## config.mk

```make
export PLATFORM = sky130hd
export DESIGN_NAME = rf_writeback
export DESIGN_NICKNAME = d
export VERILOG_FILES = /design/src/rtl/wb_pkg.sv /design/src/rtl/wb_fifo2.sv /design/src/rtl/rf_writeback.sv
export SDC_FILE = /design/constraint.sdc
export NUM_CORES = 1
export LEC_CHECK = 0
export CORE_ASPECT_RATIO = 1.5
export CORE_MARGIN = 2
export CORE_UTILIZATION = 49
export CTS_BUF_LIST = sky130_fd_sc_hd__clkbuf_16
export CTS_CLUSTER_DIAMETER = 100
export DETAILED_ROUTE_END_ITERATION = 12
export HOLD_SLACK_MARGIN = 0.12
export PLACE_DENSITY = 0.95
export RECOVER_POWER = 50
export SYNTH_ARGS = -nofsm -noshare
export SYNTH_HDL_FRONTEND = slang
export SYNTH_HIERARCHICAL = 1
export SYNTH_SLANG_ARGS = --single-unit
```

## constraint.sdc

```tcl
create_clock -name clk -period 3.9 [get_ports clk]
set_input_delay 0.585 -clock clk [delete_from_list [all_inputs] [get_ports clk]]
set_output_delay 0.585 -clock clk [all_outputs]
set_load 0.02 [all_outputs]
```

## src/rtl/wb_pkg.sv

```systemverilog
// Shared types and constants for the register-file write-back stage.
// Holds the buffer entry layout and the source-select encoding.
package wb_pkg;

    localparam int DATA_W     = 16;
    localparam int ADDR_W     = 4;
    localparam int FIFO_DEPTH = 2;

    localparam logic [ADDR_W-1:0] ZERO_REG = 4'd0;

    typedef struct packed {
        logic              valid;
        logic [ADDR_W-1:0] addr;
        logic [DATA_W-1:0] data;
    } wb_entry_t;

    localparam wb_entry_t EMPTY_ENTRY = '{valid: 1'b0, addr: 4'd0, data: 16'd0};

    typedef enum logic [1:0] {
        SRC_NONE = 2'd0,
        SRC_ALU  = 2'd1,
        SRC_FIFO = 2'd2,
        SRC_MEM  = 2'd3
    } wb_src_e;

    function automatic logic addr_hit(input wb_entry_t e, input logic [ADDR_W-1:0] a);
        return e.valid && (e.addr == a);
    endfunction

endpackage

```

## src/rtl/wb_fifo2.sv

```systemverilog
// Two-entry memory write buffer: push, pop, address-match invalidate with
// compaction. slot0 is the head (oldest), slot1 the tail (newest when full).
module wb_fifo2
    import wb_pkg::*;
(
    input  logic              clk,
    input  logic              nClear,
    input  logic              push,
    input  logic [ADDR_W-1:0] push_addr,
    input  logic [DATA_W-1:0] push_data,
    input  logic              pop,
    input  logic              inv,
    input  logic [ADDR_W-1:0] inv_addr,
    output logic [1:0]        count,
    output wb_entry_t         head,
    output wb_entry_t         tail
);

    wb_entry_t slot0_r;
    wb_entry_t slot1_r;
    wb_entry_t kept0_s;
    wb_entry_t kept1_s;
    wb_entry_t pack0_s;
    wb_entry_t pack1_s;
    wb_entry_t nxt0_s;
    wb_entry_t nxt1_s;
    wb_entry_t push_ent_s;

    assign push_ent_s = '{valid: 1'b1, addr: push_addr, data: push_data};

    // Remove entries: either the popped head or every entry hit by an ALU write.
    always_comb begin
        kept0_s = slot0_r;
        kept1_s = slot1_r;
        if (inv) begin
            kept0_s = addr_hit(slot0_r, inv_addr) ? EMPTY_ENTRY : slot0_r;
            kept1_s = addr_hit(slot1_r, inv_addr) ? EMPTY_ENTRY : slot1_r;
        end else if (pop) begin
            kept0_s = slot1_r;
            kept1_s = EMPTY_ENTRY;
        end else begin
            kept0_s = slot0_r;
            kept1_s = slot1_r;
        end
    end

    // A surviving tail slides into the head slot so slot0 is always the oldest.
    assign pack0_s = kept0_s.valid ? kept0_s : kept1_s;
    assign pack1_s = kept0_s.valid ? kept1_s : EMPTY_ENTRY;

    // Append the new write behind whatever survived.
    always_comb begin
        nxt0_s = pack0_s;
        nxt1_s = pack1_s;
        if (push && !pack0_s.valid) begin
            nxt0_s = push_ent_s;
        end else if (push) begin
            nxt1_s = push_ent_s;
        end else begin
            nxt0_s = pack0_s;
            nxt1_s = pack1_s;
        end
    end

    // Buffer storage.
    always_ff @(posedge clk) begin
        if (!nClear) begin
            slot0_r <= EMPTY_ENTRY;
            slot1_r <= EMPTY_ENTRY;
        end else begin
            slot0_r <= nxt0_s;
            slot1_r <= nxt1_s;
        end
    end

    assign count = {1'b0, slot0_r.valid} + {1'b0, slot1_r.valid};
    assign head  = slot0_r;
    assign tail  = slot1_r;

endmodule

```

## src/rtl/rf_writeback.sv

```systemverilog
// Write-back arbiter (ALU over buffered memory loads) and operand bypass for
// the 16x16 register file. Define RF_WB_FWD_EN to forward pending writes.
module rf_writeback
    import wb_pkg::*;
(
    input  logic              clk,
    input  logic              nClear,
    input  logic              alu_valid,
    input  logic [ADDR_W-1:0] alu_addr,
    input  logic [DATA_W-1:0] alu_data,
    input  logic              mem_valid,
    output logic              mem_ready,
    input  logic [ADDR_W-1:0] mem_addr,
    input  logic [DATA_W-1:0] mem_data,
    output logic              wb_load,
    output logic [ADDR_W-1:0] wb_addr,
    output logic [DATA_W-1:0] wb_data,
    input  logic [ADDR_W-1:0] rd_addr_a,
    input  logic [ADDR_W-1:0] rd_addr_b,
    input  logic [DATA_W-1:0] rf_a,
    input  logic [DATA_W-1:0] rf_b,
    output logic [DATA_W-1:0] opnd_a,
    output logic [DATA_W-1:0] opnd_b,
    output logic              hazard
);

    logic [1:0]        fifo_count_s;
    wb_entry_t         fifo_head_s;
    wb_entry_t         fifo_tail_s;
    logic              alu_wr_s;
    logic              mem_wr_s;
    logic              mem_squash_s;
    logic              fifo_push_s;
    logic              fifo_pop_s;
    wb_src_e           src_s;
    logic              wb_load_r;
    logic [ADDR_W-1:0] wb_addr_r;
    logic [DATA_W-1:0] wb_data_r;

    // Ready reflects the count at the start of the cycle; a same-cycle pop does not help.
    assign mem_ready    = nClear && (fifo_count_s < 2'(FIFO_DEPTH));
    assign alu_wr_s     = alu_valid && (alu_addr != ZERO_REG);
    assign mem_wr_s     = mem_valid && mem_ready && (mem_addr != ZERO_REG);
    assign mem_squash_s = alu_wr_s && (mem_addr == alu_addr);

    // Output-register source priority: ALU, buffered head, direct memory bypass.
    always_comb begin
        if (alu_wr_s) begin
            src_s = SRC_ALU;
        end else if (fifo_head_s.valid) begin
            src_s = SRC_FIFO;
        end else if (mem_wr_s) begin
            src_s = SRC_MEM;
        end else begin
            src_s = SRC_NONE;
        end
    end

    assign fifo_pop_s  = (src_s == SRC_FIFO);
    assign fifo_push_s = mem_wr_s && (src_s != SRC_MEM) && !mem_squash_s;

    wb_fifo2 u_fifo (
        .clk       (clk),
        .nClear    (nClear),
        .push      (fifo_push_s),
        .push_addr (mem_addr),
        .push_data (mem_data),
        .pop       (fifo_pop_s),
        .inv       (alu_wr_s),
        .inv_addr  (alu_addr),
        .count     (fifo_count_s),
        .head      (fifo_head_s),
        .tail      (fifo_tail_s)
    );

    // Register-file write port; address and data hold when no write is issued.
    always_ff @(posedge clk) begin
        if (!nClear) begin
            wb_load_r <= 1'b0;
            wb_addr_r <= 4'd0;
            wb_data_r <= 16'd0;
        end else begin
            case (src_s)
                SRC_ALU: begin
                    wb_load_r <= 1'b1;
                    wb_addr_r <= alu_addr;
                    wb_data_r <= alu_data;
                end
                SRC_FIFO: begin
                    wb_load_r <= 1'b1;
                    wb_addr_r <= fifo_head_s.addr;
                    wb_data_r <= fifo_head_s.data;
                end
                SRC_MEM: begin
                    wb_load_r <= 1'b1;
                    wb_addr_r <= mem_addr;
                    wb_data_r <= mem_data;
                end
                default: begin
                    wb_load_r <= 1'b0;
                end
            endcase
        end
    end

    assign wb_load = wb_load_r;
    assign wb_addr = wb_addr_r;
    assign wb_data = wb_data_r;

`ifdef RF_WB_FWD_EN
    function automatic logic [DATA_W-1:0] fwd_lookup(
        input logic [ADDR_W-1:0] r,
        input logic [DATA_W-1:0] rf_val,
        input wb_entry_t         tail_e,
        input wb_entry_t         head_e,
        input logic              ld,
        input logic [ADDR_W-1:0] wa,
        input logic [DATA_W-1:0] wd
    );
        if (r == ZERO_REG) begin
            return 16'h0000;
        end else if (addr_hit(tail_e, r)) begin
            return tail_e.data;
        end else if (addr_hit(head_e, r)) begin
            return head_e.data;
        end else if (ld && (wa == r)) begin
            return wd;
        end else begin
            return rf_val;
        end
    endfunction

    assign opnd_a = fwd_lookup(rd_addr_a, rf_a, fifo_tail_s, fifo_head_s, wb_load_r, wb_addr_r, wb_data_r);
    assign opnd_b = fwd_lookup(rd_addr_b, rf_b, fifo_tail_s, fifo_head_s, wb_load_r, wb_addr_r, wb_data_r);
    assign hazard = 1'b0;
`else
    function automatic logic pending_hit(
        input logic [ADDR_W-1:0] r,
        input wb_entry_t         tail_e,
        input wb_entry_t         head_e,
        input logic              ld,
        input logic [ADDR_W-1:0] wa
    );
        return (r != ZERO_REG) &&
               (addr_hit(tail_e, r) || addr_hit(head_e, r) || (ld && (wa == r)));
    endfunction

    assign opnd_a = (rd_addr_a == ZERO_REG) ? 16'h0000 : rf_a;
    assign opnd_b = (rd_addr_b == ZERO_REG) ? 16'h0000 : rf_b;
    assign hazard = pending_hit(rd_addr_a, fifo_tail_s, fifo_head_s, wb_load_r, wb_addr_r) ||
                    pending_hit(rd_addr_b, fifo_tail_s, fifo_head_s, wb_load_r, wb_addr_r);
`endif

endmodule

```

After elaboration in Yosys (flattened, before gate mapping)
Index checks and enable logic that the tools add are counted.
{ "totals": {"regBits": 63, "latch_bits": 0, "ram_bits": 0, "mem_bits_ro": 0, "input_bits": 84, "out_inout_bits": 55, "wordCells": 79, "mem_count": 0} }
{ "op_classes": {"addsub": 1, "multipliers": 0, "div": 0, "magnitude_cmp": 1, "eq_ne": 15, "shifts": 0, "mux": 19, "n_bitwise": 0, "reduce_logical": 34} }
{ "op_table": {"columns": ["op", "n"], "rows": [
  ["$mux W21", 11],
  ["$pmux W16 S3", 1],
  ["$eq A4 B4 Y1", 9],
  ["$mux W16", 2],
  ["$logic_and A1 B1 Y1", 18],
  ["$reduce_bool A4 Y1", 4],
  ["$pmux W4 S3", 1],
  ["$logic_not A4 Y1", 2],
  ["$ne A4 B4 Y1 const B", 2],
  ["$mux W2", 3],
  ["$logic_or A1 B1 Y1", 5],
  ["$eq A2 B2 Y1 const B", 2],
  ["$reduce_bool A3 Y1", 1],
  ["$reduce_or A3 Y1", 1],
  ["$add A1 B1 Y2", 1],
  ["$eq A2 B1 Y1 const B", 1],
  ["$logic_not A1 Y1", 2],
  ["$lt A2 B2 Y1 const B", 1],
  ["$ne A2 B2 Y1 const B", 1],
  ["$reduce_and A2 Y1", 1],
  ["$mux W1", 1]
]} }

Depth between registers and ports, before layout
{ "depth": {"depth_word": 16, "mapped_depth": 10, "ltp_nobuf": 8} }

Cells and area by module
Netlist, hierarchy kept.
{ "modules_own_cells": {"columns": ["mod", "instances", "cells_per_inst", "area_each_um2", "seq_area_each_um2"], "rows": [
  ["wb_fifo2", 1, 251, 2229.6, 840.8],
  ["rf_writeback", 1, 237, 1724.2, 420.4]
]} }

Worst setup path after synthesis
Ideal clock, no wire load.
{ "synth_timing": {"path_type": "input-to-reg", "start": "in alu_addr[0]", "end": "reg u_fifo.slot0_r (netlist bit u_fifo/head[0])", "setup_ns": 0.086, "arrival_ns": 2.655, "required_time_ns": 3.814, "path_slack_ns": 1.159, "path_stages": 10, "n_path_buf": 3, "path_cell_list": "o41ai_4 clkbuf_1 and2_1 mux2_2 nand2_1 and2_4 buf_6 a31oi_2 buf_6 a211oi_1"} }
{ "synth_via": {"elab_chain_cells": 11, "word_cells_on_any_way": 27, "classes_between": "7 x eq/ne; 9 x mux; 11 x reduce/logical"} }
{ "synth_rtl": {"columns": ["element", "line_no", "text"], "rows": [
  ["start: declaration", "rf_writeback.sv:9", "input logic [ADDR_W-1:0] alu_addr,"],
  ["$reduce_bool A4 Y1 *", "rf_writeback.sv:42", "assign alu_wr_s = alu_valid && (alu_addr != ZERO_REG);"],
  ["$logic_and A1 B1 Y1 *", "rf_writeback.sv:42", null],
  ["$mux W2 *", "rf_writeback.sv:48", "if (alu_wr_s) begin"],
  ["$eq A2 B2 Y1 *", "rf_writeback.sv:59", "assign fifo_pop_s = (src_s == SRC_FIFO);"],
  ["via fifo_pop_s", "rf_writeback.sv:34", "logic fifo_pop_s;"],
  ["$mux W21", "wb_fifo2.sv:38", "end else if (pop) begin"],
  ["$mux W21", "wb_fifo2.sv:35", "if (inv) begin"],
  ["$mux W21", "wb_fifo2.sv:48", "assign pack0_s = kept0_s.valid ? kept0_s : kept1_s;"],
  ["$logic_not A1 Y1", "wb_fifo2.sv:55", "if (push && !pack0_s.valid) begin"],
  ["$logic_and A1 B1 Y1", "wb_fifo2.sv:55", null],
  ["$ne A4 B4 Y1 (no line)", null, null],
  ["$reduce_and A2 Y1 (no line)", null, null],
  ["end signal: assignment", "wb_fifo2.sv:71", "slot0_r <= nxt0_s;"],
  ["end: declaration", "wb_fifo2.sv:19", "wb_entry_t slot0_r;"]
]} }
Mark *: on every way through the listed nets, which the timed path passes. The rest lies on a longest branch. The select of a mux whose other input is x is not followed.
A chain may end at the register's enable or synchronous reset.

Worst setup path in the final report
{ "layout_timing": {"start": "in rd_addr_a[0]", "end": "out opnd_a[0]"} }
{ "layout_via": {"elab_chain_cells": 2} }
{ "layout_rtl": {"columns": ["element", "line_no", "text"], "rows": [
  ["start: declaration", "rf_writeback.sv:18", "input logic [ADDR_W-1:0] rd_addr_a,"],
  ["$logic_not A4 Y1", "rf_writeback.sv:148", "assign opnd_a = (rd_addr_a == ZERO_REG) ? 16'h0000 : rf_a;"],
  ["$mux W16", "rf_writeback.sv:148", null],
  ["end: declaration", "rf_writeback.sv:22", "output logic [DATA_W-1:0] opnd_a,"]
]} }
No other way between the ends.

==> results_dict.tcl <==
set metrics [dict create \
    outcome "finished, final reports clean" \
    syn_area_mm2 0.003954 \
    die_w_um 77.35 \
    syn_avg_cell_area_um2 8.102 \
    critPathArrivalTime_ps 2900 \
    synth.area.top_cells "dfxtp_1, a311oi_1, nor2_1" \
    crit_family "buffers and inverters" \
    clkTransAtPathRegs_ps 50 \
    postCtsHoldBufs 0 \
    final_common_cell "clkdlybuf4s50_1" \
    ff2ff_setup_slack_ps 1100 \
    worstSetupPathType "input port to primary output" \
    numCtsBuffers 9 \
    report.final.slew_viol_count 0 \
    diodes 0 \
    via_per_inst 6.318 \
    synth-seq-cells 63 \
    core_area_mm2 0.007908 \
    cts_tree "yes" \
    drt_pass1_iterations 5 \
    synth_top_area_share_pct 31.90 \
    htreeDepth 3 \
    cts_resized 0 \
    area_growth_pct 41.87 \
    worstHoldStart "wb_data[7]" \
    syn-num-nets 573 \
    cp-start-kind "input port" \
    cts_buffer_depth 2 \
    portBuffers 138 \
    dp_hpwl_mm 9.524 \
    stdcell_area_mm2 0.005609 \
    relSlewSlack_pct 16.50 \
    finalCriticalPeriod_ps 3480 \
    setup_viol 0 \
    p_per_area_mw_per_mm2 359.6 \
    ioPinCount 139 \
    synthesis.instances 488 \
    use_met2_pct 55.01 \
    antenna_found_initial 0 \
    drcViolationCount 0 \
    drt_wl_total_mm 13.94 \
    crit_path_frequent_cell "dlygate4sd3_1" \
    period_share_pct 89.23 \
    gp_congestion 0.8603 \
    required_ps 3310 \
    max_freq_mhz 287.3 \
    path_cells "dlygate4sd3_1 > nor4_2 > clkbuf_1 > and2b_1 > dlygate4sd3_1" \
    cts_setup_buffers 0 \
    finalClockSkew_ps 6.460 \
    place_area_mm2 0.005343 \
    critical_path.reg2reg.startpoint "u_fifo/head[20]" \
    layout-drive-gt1-share_pct 5.911 \
    synth_edf_count 0 \
    synth_flop_cell "dfxtp_1" \
    grt_pass1_wl_mm 22.01 \
    clk_latency_ps 330 \
    ys_warn_count 6 \
    ys_types 48 \
    grt_max_degree 46 \
    power.leakage_nw 2.005 \
    hold_end "wb_data[7]" \
    hp-class "flip-flop to flip-flop" \
    path_buf_inv 3 \
    wl_per_cell_um 19.52 \
    die_area_mm2 0.008818 \
    worst_path_max_delay_cell "dlygate4sd3_1" \
    fin_cells 714 \
    grt_use_total_pct 31.13 \
    holdPathStages 2 \
    critPathMaxStageDelay_ps 650 \
    grt_setup_unrepaired "no" \
    crit_fanout 16 \
    overflow 0 \
    finalHoldViolCount 0 \
    clock_sinks 63 \
    top_usage_layer "met2" \
    synth_seq_area_share_pct 31.90 \
    ys_async_sr_fraction_pct 0 \
    met1_usage_pct 34.36 \
    fin_tns_setup_ps 0 \
    peakVddDrop_mv 0.3717 \
    worstMarginPinSlew_ps 1253 \
    most-common-layout-cells "clkdlybuf4s50_1, nor2_1, dfxtp_1" \
    start_util_pct 50.00 \
    root_buffer "clkbuf_16" \
    drt_iter0_markers 500 \
    r2r-end "u_fifo/head[19]" \
    placed_cells 699 \
    synth_top_area_cell "dfxtp_1" \
    nets 690 \
    fp.dieH_um 114.0 \
    grt_use_met3_pct 5.301 \
    std_cell_rows 40 \
    vias 4511 \
    drtAntennaViolNets 0 \
    max_cap_violations 0 \
    rr_worst_depth 6 \
    endpoint_kind "primary output" \
    grt_pass1_vias 4515 \
    fill_cells 585 \
]
sequential cells by signal, indices dropped and copies added, names as in the netlist:
signal       cells
wb_data         16
wb_load          1
wb_addr          4
u_fifo/head     21
u_fifo/tail     21
area by class of cell:
cell class                 instances  area [um2]  share of cell area, %
clock buffer                       9       225.2                  4.015
clock inverter                     6       53.80                 0.9592
inverter                           3       11.26                 0.2008
multi-input combinational        375        2445                  43.59
sequential                        63        1261                  22.48
tap                              105       131.4                  2.342
timing repair buffer             153        1481                  26.41
routing by layer:
metal / up-vias / part of all wire (%)
li1: 2037 / -
met1: 2113 / 36
met2: 293 / 51
met3: 68 / 8.5
met4: 0 / 5.0
met5: - / 0
logic make-up after synthesis:
logic type | synth area share [%]
AOI/OAI and AO/OA | 27.22
and+or+nand+nor | 27.09
xor gates and xnor gates | 6.646
muxes | 0.2848
DFF | 31.90
adders and majority gates | 0.3164
buffers and inverters | 6.550
worst register-to-register path, stage by stage, from the launching register on:
cell	delay, ps
dfxtp_1	720
and2_0	310
mux2_2	190
nand2_1	90
and2_4	160
a31oi_2	900
a211oi_1	230
power breakdown:
group          switching (mW)  internal (mW)  leakage, nW  total [mW]
Clock                   0.271          0.483        0.146       0.754
Sequential             0.0363          0.687        0.516       0.723
Combinational           0.285          0.255         1.34       0.540
through the flow:
stage	utilization (%)	power, mW	worst slack (ps)	hold slack, ps
after floorplan	-	1.030	1159	466.0
after global placement	67.56	1.252	492.9	477.7
after detailed placement	67.56	1.273	321.9	490.1
after CTS	71.09	2.023	452.9	497.6
after global routing	70.93	2.081	282.0	519.8
final	70.93	2.017	419.9	490.5
cells in the mapped netlist, types with 2 or more instances:
master,count
o21ai_0,22
nor2_1,66
a21oi_1,9
a31oi_1,20
or3_1,5
inv_2,2
a211oi_1,20
buf_2,9
xor2_1,8
xnor2_1,22
nand4_1,6
nand3b_1,20
and2_1,25
a311oi_1,40
and3b_1,2
nor3_1,21
clkbuf_1,28
buf_4,2
nor4_1,2
or4_1,2
dfxtp_1,63
and2b_1,7
o22ai_1,2
buf_6,7
nand2_1,9
o211ai_1,22
nor2b_1,26
worst max-delay path by stage:
stage                       from             end  slack [ps]  cells past startpoint
finish              rd_addr_a[0]       opnd_a[0]         420                      5
global route         alu_addr[0]  u_fifo/head[6]         280                      7
CTS                 rd_addr_b[0]          hazard         450                      6
detailed placement   alu_addr[0]  u_fifo/head[2]         320                      8
global placement    rd_addr_b[0]          hazard         490                      6
floorplan            alu_addr[0]  u_fifo/head[0]        1160                     10
(Power assumes the default switching activity.)
